[config.mk]
export PLATFORM = sky130hd
export DESIGN_NAME = adsr_envelope_ctrl_flat
export DESIGN_NICKNAME = d
export VERILOG_FILES = /design/src/rtl/synth_pkg.sv /design/src/rtl/adsr_envelope_ctrl_if.sv /design/src/rtl/adsr_step_sat.sv /design/src/rtl/adsr_envelope_ctrl.sv /design/src/flat_wrapper.sv
export SDC_FILE = /design/constraint.sdc
export NUM_CORES = 1
export LEC_CHECK = 0
export ABC_AREA = 1
export BUFFER_PORTS_ARGS = -buffer_cell sky130_fd_sc_hd__buf_2
export CAP_MARGIN = 10
export CORE_UTILIZATION = 60
export CTS_BUF_LIST = sky130_fd_sc_hd__clkbuf_8 sky130_fd_sc_hd__clkbuf_16
export CTS_CLUSTER_DIAMETER = 120
export DETAILED_ROUTE_END_ITERATION = 8
export GPL_TIMING_DRIVEN = 1
export PLACE_DENSITY_LB_ADDON = 0.05
export SLEW_MARGIN = 25
export SYNTH_ARGS = -nofsm -noshare
export SYNTH_HDL_FRONTEND = slang
export SYNTH_SLANG_ARGS = --single-unit
[constraint.sdc]
create_clock -name clk -period 8.2 [get_ports clk]
set_input_delay 0.41 -clock clk [delete_from_list [all_inputs] [get_ports clk]]
set_output_delay 0.41 -clock clk [all_outputs]
set_load 0.01 [all_outputs]
[src/rtl/synth_pkg.sv]
// -----------------------------------------------------------------------------
// synth_pkg
// Shared types and constants for the synth voice blocks.
//   SYNTH_LVL_W  : default width of level / amplitude / ADSR operands
//   adsr_state_t : envelope phase encoding, also exported as a debug output
//   step_dir_t   : direction selector for the saturating step unit
//   is_held()    : true for the phases that belong to a held key
// -----------------------------------------------------------------------------
package synth_pkg;

    localparam int SYNTH_LVL_W = 31;

    typedef enum logic [2:0] {
        IDLE    = 3'd0,
        ATTACK  = 3'd1,
        DECAY   = 3'd2,
        SUSTAIN = 3'd3,
        RELEASE = 3'd4
    } adsr_state_t;

    typedef enum logic {
        DIR_DOWN = 1'b0,
        DIR_UP   = 1'b1
    } step_dir_t;

    // Phases in which the key is considered held (gate drop sends them to RELEASE).
    function automatic logic is_held(adsr_state_t s);
        return (s == ATTACK) || (s == DECAY) || (s == SUSTAIN);
    endfunction

endpackage

[src/rtl/adsr_envelope_ctrl_if.sv]
// -----------------------------------------------------------------------------
// adsr_envelope_ctrl_if
// Bundle between the parameter/IO registers (master) and the envelope
// sequencer (slave).
//   master drives : tick, note_in, amplitude, attack, decay, sustain, rel
//   slave drives  : env, state, active, done
// Handshake: there is no valid/ready pair. tick is a single-cycle qualifier
// that is consumed on every clk edge where it is 1; the sequencer never
// stalls it. note_in and the settings are level signals sampled every cycle.
// -----------------------------------------------------------------------------
interface adsr_envelope_ctrl_if #(
    parameter int WIDTH = synth_pkg::SYNTH_LVL_W
);
    import synth_pkg::*;

    logic             tick;
    logic             note_in;
    logic [WIDTH-1:0] amplitude;
    logic [WIDTH-1:0] attack;
    logic [WIDTH-1:0] decay;
    logic [WIDTH-1:0] sustain;
    logic [WIDTH-1:0] rel;
    logic [WIDTH-1:0] env;
    adsr_state_t      state;
    logic             active;
    logic             done;

    modport master (
        output tick, note_in, amplitude, attack, decay, sustain, rel,
        input  env, state, active, done
    );

    modport slave (
        input  tick, note_in, amplitude, attack, decay, sustain, rel,
        output env, state, active, done
    );

endinterface

[src/rtl/adsr_step_sat.sv]
// -----------------------------------------------------------------------------
// adsr_step_sat
// Combinational saturating step toward a target level.
//   level      : current level
//   step       : increment (DIR_UP) or decrement (DIR_DOWN); 0 = jump to target
//   target     : level at which the phase ends
//   dir        : step direction
//   next_level : level after the step, snapped to target once reached
//   reached    : target met or crossed (or step is 0)
// All sums and compares use WIDTH+1 bits so nothing wraps.
// -----------------------------------------------------------------------------
module adsr_step_sat
    import synth_pkg::*;
#(
    parameter int WIDTH = SYNTH_LVL_W
) (
    input  logic [WIDTH-1:0] level,
    input  logic [WIDTH-1:0] step,
    input  logic [WIDTH-1:0] target,
    input  step_dir_t        dir,
    output logic [WIDTH-1:0] next_level,
    output logic             reached
);

    logic [WIDTH:0] sum_up;
    logic [WIDTH:0] lim_down;

    always_comb begin
        sum_up     = {1'b0, level} + {1'b0, step};
        lim_down   = {1'b0, target} + {1'b0, step};
        next_level = level;
        reached    = 1'b0;
        if (dir == DIR_UP) begin
            reached    = (step == '0) || (sum_up >= {1'b0, target});
            next_level = reached ? target : sum_up[WIDTH-1:0];
        end else begin
            // level <= target + step means one more step would land at or
            // below the target, so finish there instead of undershooting.
            reached    = (step == '0) || ({1'b0, level} <= lim_down);
            next_level = reached ? target : (level - step);
        end
    end

endmodule

[src/rtl/adsr_envelope_ctrl.sv]
// -----------------------------------------------------------------------------
// adsr_envelope_ctrl
// Envelope sequencer: turns the key gate and the ADSR settings into a
// time-varying level that scales the oscillator.
//   clk   : system clock, rising edge
//   reset : asynchronous, active-low
//   bus   : adsr_envelope_ctrl_if.slave
//           in : tick, note_in, amplitude, attack, decay, sustain, rel
//           out: env (registered level), state (phase), active, done (pulse)
// Build option: define ADSR_LEGATO_EN to ignore key rises while the envelope
// is already in ATTACK/DECAY/SUSTAIN (no retrigger). Default: every rise
// retriggers ATTACK from the current level.
// -----------------------------------------------------------------------------
module adsr_envelope_ctrl
    import synth_pkg::*;
#(
    parameter int WIDTH = SYNTH_LVL_W
) (
    input logic                clk,
    input logic                reset,
    adsr_envelope_ctrl_if.slave bus
);

    logic [WIDTH-1:0] env_q;
    adsr_state_t      state_q;
    logic             active_q;
    logic             done_q;
    logic             gate_q;

    logic [WIDTH-1:0] sus_lvl;
    logic             rise;
    logic             retrig;
    logic             gate_off;

    logic [WIDTH-1:0] st_step;
    logic [WIDTH-1:0] st_target;
    step_dir_t        st_dir;
    logic [WIDTH-1:0] st_next;
    logic             st_reached;

    // Sustain never exceeds the peak; recomputed every cycle so live edits apply.
    always_comb begin
        sus_lvl  = (bus.sustain < bus.amplitude) ? bus.sustain : bus.amplitude;
        rise     = bus.note_in & ~gate_q;
`ifdef ADSR_LEGATO_EN
        retrig   = rise & ~is_held(state_q);
`else
        retrig   = rise;
`endif
        gate_off = ~bus.note_in & is_held(state_q);
    end

    // One step unit shared by all moving phases.
    always_comb begin
        st_step   = '0;
        st_target = '0;
        st_dir    = DIR_DOWN;
        case (state_q)
            ATTACK: begin
                st_step   = bus.attack;
                st_target = bus.amplitude;
                st_dir    = DIR_UP;
            end
            DECAY: begin
                st_step   = bus.decay;
                st_target = sus_lvl;
                st_dir    = DIR_DOWN;
            end
            RELEASE: begin
                st_step   = bus.rel;
                st_target = '0;
                st_dir    = DIR_DOWN;
            end
            default: begin
                st_step   = '0;
                st_target = '0;
                st_dir    = DIR_DOWN;
            end
        endcase
    end

    adsr_step_sat #(
        .WIDTH (WIDTH)
    ) u_step (
        .level      (env_q),
        .step       (st_step),
        .target     (st_target),
        .dir        (st_dir),
        .next_level (st_next),
        .reached    (st_reached)
    );

    // Gate events take priority over tick: a cycle with a gate event only
    // changes phase, the level is stepped from the new phase on later ticks.
    always_ff @(posedge clk or negedge reset) begin
        if (!reset) begin
            env_q    <= '0;
            state_q  <= IDLE;
            active_q <= 1'b0;
            done_q   <= 1'b0;
            gate_q   <= 1'b0;
        end else begin
            gate_q <= bus.note_in;
            done_q <= 1'b0;
            if (retrig) begin
                state_q  <= ATTACK;
                active_q <= 1'b1;
            end else if (gate_off) begin
                state_q  <= RELEASE;
                active_q <= 1'b1;
            end else if (bus.tick) begin
                case (state_q)
                    ATTACK: begin
                        // Reaching covers a shrunken amplitude: env snaps to it.
                        env_q <= st_next;
                        if (st_reached) state_q <= DECAY;
                    end
                    DECAY: begin
                        env_q <= (st_next > bus.amplitude) ? bus.amplitude : st_next;
                        if (st_reached) state_q <= SUSTAIN;
                    end
                    SUSTAIN: begin
                        env_q <= sus_lvl;
                    end
                    RELEASE: begin
                        env_q <= st_next;
                        if (st_reached) begin
                            state_q  <= IDLE;
                            active_q <= 1'b0;
                            done_q   <= 1'b1;
                        end
                    end
                    default: begin
                        env_q    <= '0;
                        state_q  <= IDLE;
                        active_q <= 1'b0;
                    end
                endcase
            end
        end
    end

    assign bus.env    = env_q;
    assign bus.state  = state_q;
    assign bus.active = active_q;
    assign bus.done   = done_q;

endmodule

[src/flat_wrapper.sv]
// flat-port wrapper written by rule: the top's interface ports become plain ports
module adsr_envelope_ctrl_flat import synth_pkg::*;
#(
    parameter int WIDTH = SYNTH_LVL_W
)
  (clk, reset, bus_tick, bus_note_in, bus_amplitude, bus_attack, bus_decay, bus_sustain, bus_rel, bus_env, bus_state, bus_active, bus_done);
  adsr_envelope_ctrl_if #(.WIDTH(WIDTH)) bus_i ();
  input logic clk;
  input logic reset;
  input wire logic [$bits(bus_i.tick)-1:0] bus_tick;
  input wire logic [$bits(bus_i.note_in)-1:0] bus_note_in;
  input wire logic [$bits(bus_i.amplitude)-1:0] bus_amplitude;
  input wire logic [$bits(bus_i.attack)-1:0] bus_attack;
  input wire logic [$bits(bus_i.decay)-1:0] bus_decay;
  input wire logic [$bits(bus_i.sustain)-1:0] bus_sustain;
  input wire logic [$bits(bus_i.rel)-1:0] bus_rel;
  output wire logic [$bits(bus_i.env)-1:0] bus_env;
  output wire logic [$bits(bus_i.state)-1:0] bus_state;
  output wire logic [$bits(bus_i.active)-1:0] bus_active;
  output wire logic [$bits(bus_i.done)-1:0] bus_done;
  assign bus_i.tick = bus_tick;
  assign bus_i.note_in = bus_note_in;
  assign bus_i.amplitude = bus_amplitude;
  assign bus_i.attack = bus_attack;
  assign bus_i.decay = bus_decay;
  assign bus_i.sustain = bus_sustain;
  assign bus_i.rel = bus_rel;
  assign bus_env = bus_i.env;
  assign bus_state = bus_i.state;
  assign bus_active = bus_i.active;
  assign bus_done = bus_i.done;
  adsr_envelope_ctrl #(.WIDTH(WIDTH)) u_core (.clk(clk), .reset(reset), .bus(bus_i));
endmodule
==> results of run 1 <==
-- final timing paths --
check                                                  to  depth (start not counted)                            start
max reg2reg                u_core.bus.env[19]$_DFFE_PN0P_                         51  u_core.bus.state[2]$_DFFE_PN0P_
max in group asynchronous  u_core.bus.env[23]$_DFFE_PN0P_                          1                            reset
min in group clk                  u_core.gate_q$_DFF_PN0_                          1                      bus_note_in
max                        u_core.bus.env[19]$_DFFE_PN0P_                         62                bus_amplitude[30]
min reg2reg                 u_core.bus.active$_DFFE_PN0P_                          2    u_core.bus.active$_DFFE_PN0P_
min                         u_core.bus.env[7]$_DFFE_PN0P_                          1                            reset
-- per-stage QoR --
step | instances | instance area, um^2 | utilization, % | worst slack, ns | hold WS (ns)
floorplan | 2146 | 12800 | - | 0.953 | 0.114
global placement | 2647 | 14700 | 71.3 | -0.471 | 0.459
detailed placement | 2647 | 14700 | 71.3 | -0.682 | 0.462
CTS | 2659 | 14900 | 72.3 | 0.00387 | 0.264
global route | 2680 | 15800 | 76.6 | -0.357 | 0.267
finish | 2680 | 15800 | 76.6 | 0.0260 | 0.247
-- power by group through the flow --
stage                     Combinational [mW]  Clock [mW]  Sequential [mW]
after floorplan                         4.36           0            0.299
after global placement                  6.07           0            0.321
after detailed placement                6.20           0            0.319
after CTS                               6.36       0.200            0.319
after global routing                    7.91       0.207            0.327
final                                   7.30       0.202            0.327
-- placed cells by master (no fill, tap or decap), drive strengths merged, types with 7 or more instances in the layout --
cell,count
nand2,646
buf,337
inv,275
ha,215
o21ai,169
a21oi,159
nand3,152
nor2,105
xor2,59
nand4,54
dfrtp,37
o211ai,33
and2,29
xnor2,21
nor3,18
a31oi,13
o21bai,9
clkbuf,9
or2,8
a21o,7
nor4,7
-- cell families after synthesis --
kind of cell,synth area share [%]
simple gates,34.6
compound gates,19.9
buf+inv,11.2
fa+ha+maj,21.6
xor+xnor,5.49
flops,7.26
-- sequential cells by signal, indices dropped and copies added (netlist names) --
signal / cells
u_core.bus.state: 3
u_core.bus.done: 1
u_core.bus.active: 1
u_core.bus.env: 31
u_core.gate_q: 1
-- critical path: cells and delay by family --
family,cells,cell delay (ns)
AOI/OAI and AO/OA,12,1.42
xor gates and xnor gates,1,0.16
adders and majority gates,4,1.24
buffers and inverters,10,1.08
and+or+nand+nor,35,4.01
-- repair_timing --
action,4_1_cts,5_1_grt
pin swaps,4,44
gates cloned,1,5
resized for setup,6,225
buffers inserted,3,16
setup endpoints to repair,31,31
-- final cells by class --
cell class / instances / area (um^2)
inverter: 274 / 1050
clock inverter: 3 / 13.8
multi-input combinational: 1750 / 11000
timing repair buffer: 341 / 2260
sequential: 37 / 926
fill: 1631 / 4800
tap: 270 / 338
clock buffer: 5 / 125
-- routing by layer --
metal / routed length [um] / track usage [%] / part of all wire [%] / up-vias
met3: 6300 / 8.06 / 13 / 132
li1: - / - / - / 7681
met1: 20200 / 59.4 / 42 / 7161
met4: 1690 / 11.4 / 3.5 / 0
met5: 0 / 0 / 0 / -
met2: 20300 / 64.3 / 42 / 1063
==> flow_metrics.tcl, run 1 <==
set metrics [dict create \
    clkTransAtPathRegs_ns 0.07 \
    leakage_nw 8.56 \
    synth_nets 2523 \
    status "finished clean" \
    grt_overflow_total 0 \
    drv_slew 0 \
    drc_errors 0 \
    drive_gt1_share_pct 22.4 \
    ant_nets 0 \
    clk_path_buf_depth 2 \
    drt_iter0_markers 1692 \
    clockRootBuffer "clkbuf_16" \
    first_pass_iters 6 \
    antenna_found_initial 0 \
    synth_cell_type_count 54 \
    p_sw_share_pct 59.9 \
    via_count 16000 \
    min_period_ns 8.17 \
    max_stage_delay_ns 0.40 \
    peakVddDrop_mv 0.298 \
    cp.required_ns 8.43 \
    place_hpwl_mm 37.9 \
    die-area_um2 21800 \
    power_frac_seq_pct 4.2 \
    switching_power_mw 4.69 \
    finalPower_mw 7.83 \
    hold_path_class "input pin to asynchronous set/reset pin" \
    cts_max_level 2 \
    gp_congestion 1.03 \
    track_usage_pct 41.9 \
    crit_arrival_ns 8.40 \
    area_growth_pct 23.5 \
    slew_headroom_pct 23.2 \
    hold_buffers 0 \
    hold_viol_final 0 \
    synth_warnings 0 \
    grt_pass1_vias 14300 \
    yosysSeqAreaShare_pct 7.26 \
    grt_first_pass_wirelength_mm 72.7 \
    cp-start-kind "input pin" \
    synth-main-ff-cell "dfrtp_1" \
    clock_latency_ns 0.30 \
    fmax_mhz 122 \
    critPathMostFrequentCell "nand2_1" \
    netlist_instances 2146 \
    vias_per_cell 5.98 \
    synth_top_cells_by_area "ha_1, nand2_1, inv_1" \
    r2r_slack_ns 0.14 \
    async_reset_ff_share_pct 100 \
    synth.most_common_cell "nand2_1" \
    yosysTopAreaCellShare_pct 21.1 \
    synth_area_um2 12800 \
    syn_avg_cell_area_um2 5.94 \
    setup_viol 0 \
    fin_setup_tns_ns 0 \
    maxCapViolCount 0 \
    io_pins 195 \
    start_util_pct 62.0 \
    synth_largest_area_cell "ha_1" \
    drt_wl_total_mm 48.6 \
    cp_max_fo 18 \
    post_drt_wl_per_cell_um 18.1 \
    p_int_mw 3.14 \
    cts_tree "built" \
    synth_common_cells "nand2_1, inv_1, ha_1" \
    grt_max_degree 64 \
    finalClockSkew_ns 0.00617 \
    synth_seq_cells 37 \
    pwr-share-comb_pct 93.2 \
    nets 2786 \
    power_density_nw_per_um2 497 \
    fin_crit_sh_pct 99.7 \
    cts_buffers 5 \
    synth_edf_count 0 \
    die_h_um 148 \
    core_area_um2 20600 \
    num_rows 52 \
    dieWidth_um 148 \
    antennaDiodeCount 0 \
    critPathSlowestCell "ha_1" \
    clkPwrFrac_pct 2.6 \
    tightest_slew_ns 1.14 \
    port_buffers 194 \
    clock-sinks 37 \
    critPathCaptureType "flip-flop" \
    path_class "input pin to flip-flop" \
]
Note: power is estimated with default switching activity, not from simulation.
==> run 2: changes to the inputs <==
--- a/config.mk
+++ b/config.mk
@@ -8,7 +8,7 @@
 export ABC_AREA = 1
 export BUFFER_PORTS_ARGS = -buffer_cell sky130_fd_sc_hd__buf_2
 export CAP_MARGIN = 10
-export CORE_UTILIZATION = 60
+export CORE_UTILIZATION = 35
 export CTS_BUF_LIST = sky130_fd_sc_hd__clkbuf_8 sky130_fd_sc_hd__clkbuf_16
 export CTS_CLUSTER_DIAMETER = 120
 export DETAILED_ROUTE_END_ITERATION = 8
==> run 2 against run 1 <==
Sequential power about the same. Largest cell class unchanged. Largest power group unchanged. Global-route usage down 13 points. Register-to-register slack better by 0.22 ns. Flip-flop and latch count unchanged. The flow now finishes with violations (DRC). Total power up 13%. Clock skew down 0.0022 ns. Non-clock buffer count up 227.
==> flow_metrics.tcl, run 2 (synthesis gave the netlist of run 1 again) <==
set metrics [dict create \
    clock-sinks 37 \
    core_area_um2 35700 \
    gp_congestion 0.923 \
    cp_max_fo 21 \
    crit_start "bus_amplitude[27]" \
    path_class "input pin to flip-flop" \
    dieWidth_um 193 \
    clockRootBuffer "clkbuf_16" \
    cp-start-kind "input pin" \
    p_sw_share_pct 56.2 \
    cts_tree "built" \
    slew_headroom_pct 55.7 \
    cp.required_ns 8.45 \
    hold_buffers 0 \
    rsz0062_at_grt "true" \
    die-area_um2 37200 \
    fin_crit_sh_pct 96.5 \
    drv_slew 0 \
    fmax_mhz 126 \
    grt_overflow_total 0 \
    port_buffers 194 \
    critPathCaptureType "flip-flop" \
    area_growth_pct 43.8 \
    final_area_um2 18300 \
    die_h_um 193 \
    ant_nets 0 \
    maxCapViolCount 0 \
    first_pass_iters 7 \
    clock_latency_ns 0.31 \
    grt_pass1_vias 15200 \
    placed_area_um2 16600 \
    power_density_nw_per_um2 481 \
    num_rows 69 \
    pwr-share-comb_pct 93.9 \
    start_util_pct 35.7 \
    layout_commonest_cell "nand2_1" \
    clk_path_buf_depth 2 \
    power_frac_seq_pct 3.7 \
    nets 3015 \
    grt_max_degree 39 \
    largest_reg_flops 31 \
    finalClockSkew_ns 0.00401 \
    clkPwrFrac_pct 2.4 \
    switching_power_mw 4.96 \
    setup_viol 0 \
    grt_first_pass_wirelength_mm 83.0 \
    status "complete, but fails checks" \
    track_usage_pct 29.1 \
    drt_wl_total_mm 55.5 \
    rr_startpoint "u_core.bus.state[2]$_DFFE_PN0P_" \
    cts_max_level 2 \
    p_int_mw 3.87 \
    fin_ws_ns 0.284 \
    layout_common_cells "nand2_1, buf_4, inv_1, buf_2, ha_1" \
    io_pins 195 \
    hold_path_class "input pin to asynchronous set/reset pin" \
    post-place-ws_ns -0.996 \
    vias_per_cell 5.14 \
    drive_gt1_share_pct 31.6 \
    post_drt_wl_per_cell_um 17.9 \
    critPathSlowestCell "ha_1" \
    hold_viol_final 0 \
    place_hpwl_mm 46.4 \
    peakVddDrop_mv 0.276 \
    antenna_found_initial 0 \
    antennaDiodeCount 0 \
    min_period_ns 7.92 \
    drc_errors 13 \
    max_stage_delay_ns 0.31 \
    via_count 15900 \
    hold_slack_ns 0.0606 \
    violations "DRC" \
    cts_buffers 5 \
    critPathMostFrequentCell "nand2_1" \
    tightest_slew_ns 0.657 \
    drt_iter0_markers 1094 \
    clkTransAtPathRegs_ns 0.07 \
    crit_arrival_ns 8.17 \
    leakage_nw 9.77 \
]
## run 2: layer usage
metal | GRT usage (%) | vias to the layer above | share of wire [%]
met3 | 2.04 | 54 | 5.1
met4 | 7.60 | 0 | 2.3
li1 | - | 8131 | -
met5 | 0 | - | 0
met1 | 43.6 | 7252 | 51
met2 | 44.2 | 497 | 42
## run 2: power groups by stage
stage	Combinational (mW)	Clock [mW]	Sequential [mW]
2_1_floorplan	4.36	0	0.299
3_3_place_gp	6.95	0	0.330
3_5_place_dp	6.99	0	0.327
4_1_cts	7.25	0.216	0.326
5_1_grt	9.11	0.221	0.334
6_report	8.29	0.211	0.329
## run 2: final timing paths
path	to	slack, ns	depth (start not counted)
setup / recovery	u_core.bus.env[17]$_DFFE_PN0P_	0.28	63
hold / removal	u_core.bus.done$_DFF_PN0_	0.06	1
setup reg to reg	u_core.bus.env[17]$_DFFE_PN0P_	0.36	47
hold reg to reg	u_core.bus.active$_DFFE_PN0P_	0.48	2
max in group asynchronous	u_core.bus.env[30]$_DFFE_PN0P_	7.63	2
min in group clk	u_core.gate_q$_DFF_PN0_	0.25	1
## run 2: repair_timing
| item | in CTS | in global routing |
|---|---|---|
| hold endpoints to repair | 0 | 0 |
| setup endpoints to repair | 31 | 31 |
| gates resized for setup | 69 | 267 |
| gates cloned | 1 | 6 |
| pin swaps | 10 | 104 |
| buffers inserted | 4 | 24 |
## run 2: cell type report
type	instances	area, um^2
timing repair inverter	1	8.76
multi-input combinational	1751	11600
sequential	37	927
timing repair buffer	568	4060
clock inverter	3	13.8
tap	461	577
clock buffer	5	125
fill	3776	17400
inverter	274	1050
## run 2: per-stage QoR
stage                     TNS [ns]  utilization [%]  power, mW  cells
final                            0             51.3       8.83   3100
after global routing         -3.94             51.3       9.66   3100
after CTS                        0             47.3       7.79   3070
after detailed placement    -26.14             46.4       7.32   3057
after global placement      -27.14             46.3       7.28   3056
after floorplan                  0                -       4.66   2146
## run 2: worst max-delay path: cells and delay by family
family	cells	cell delay (ns)
simple gates	32	3.45
buf+inv	14	1.67
compound gates	12	1.30
fa+ha+maj	4	1.14
xor+xnor	1	0.17
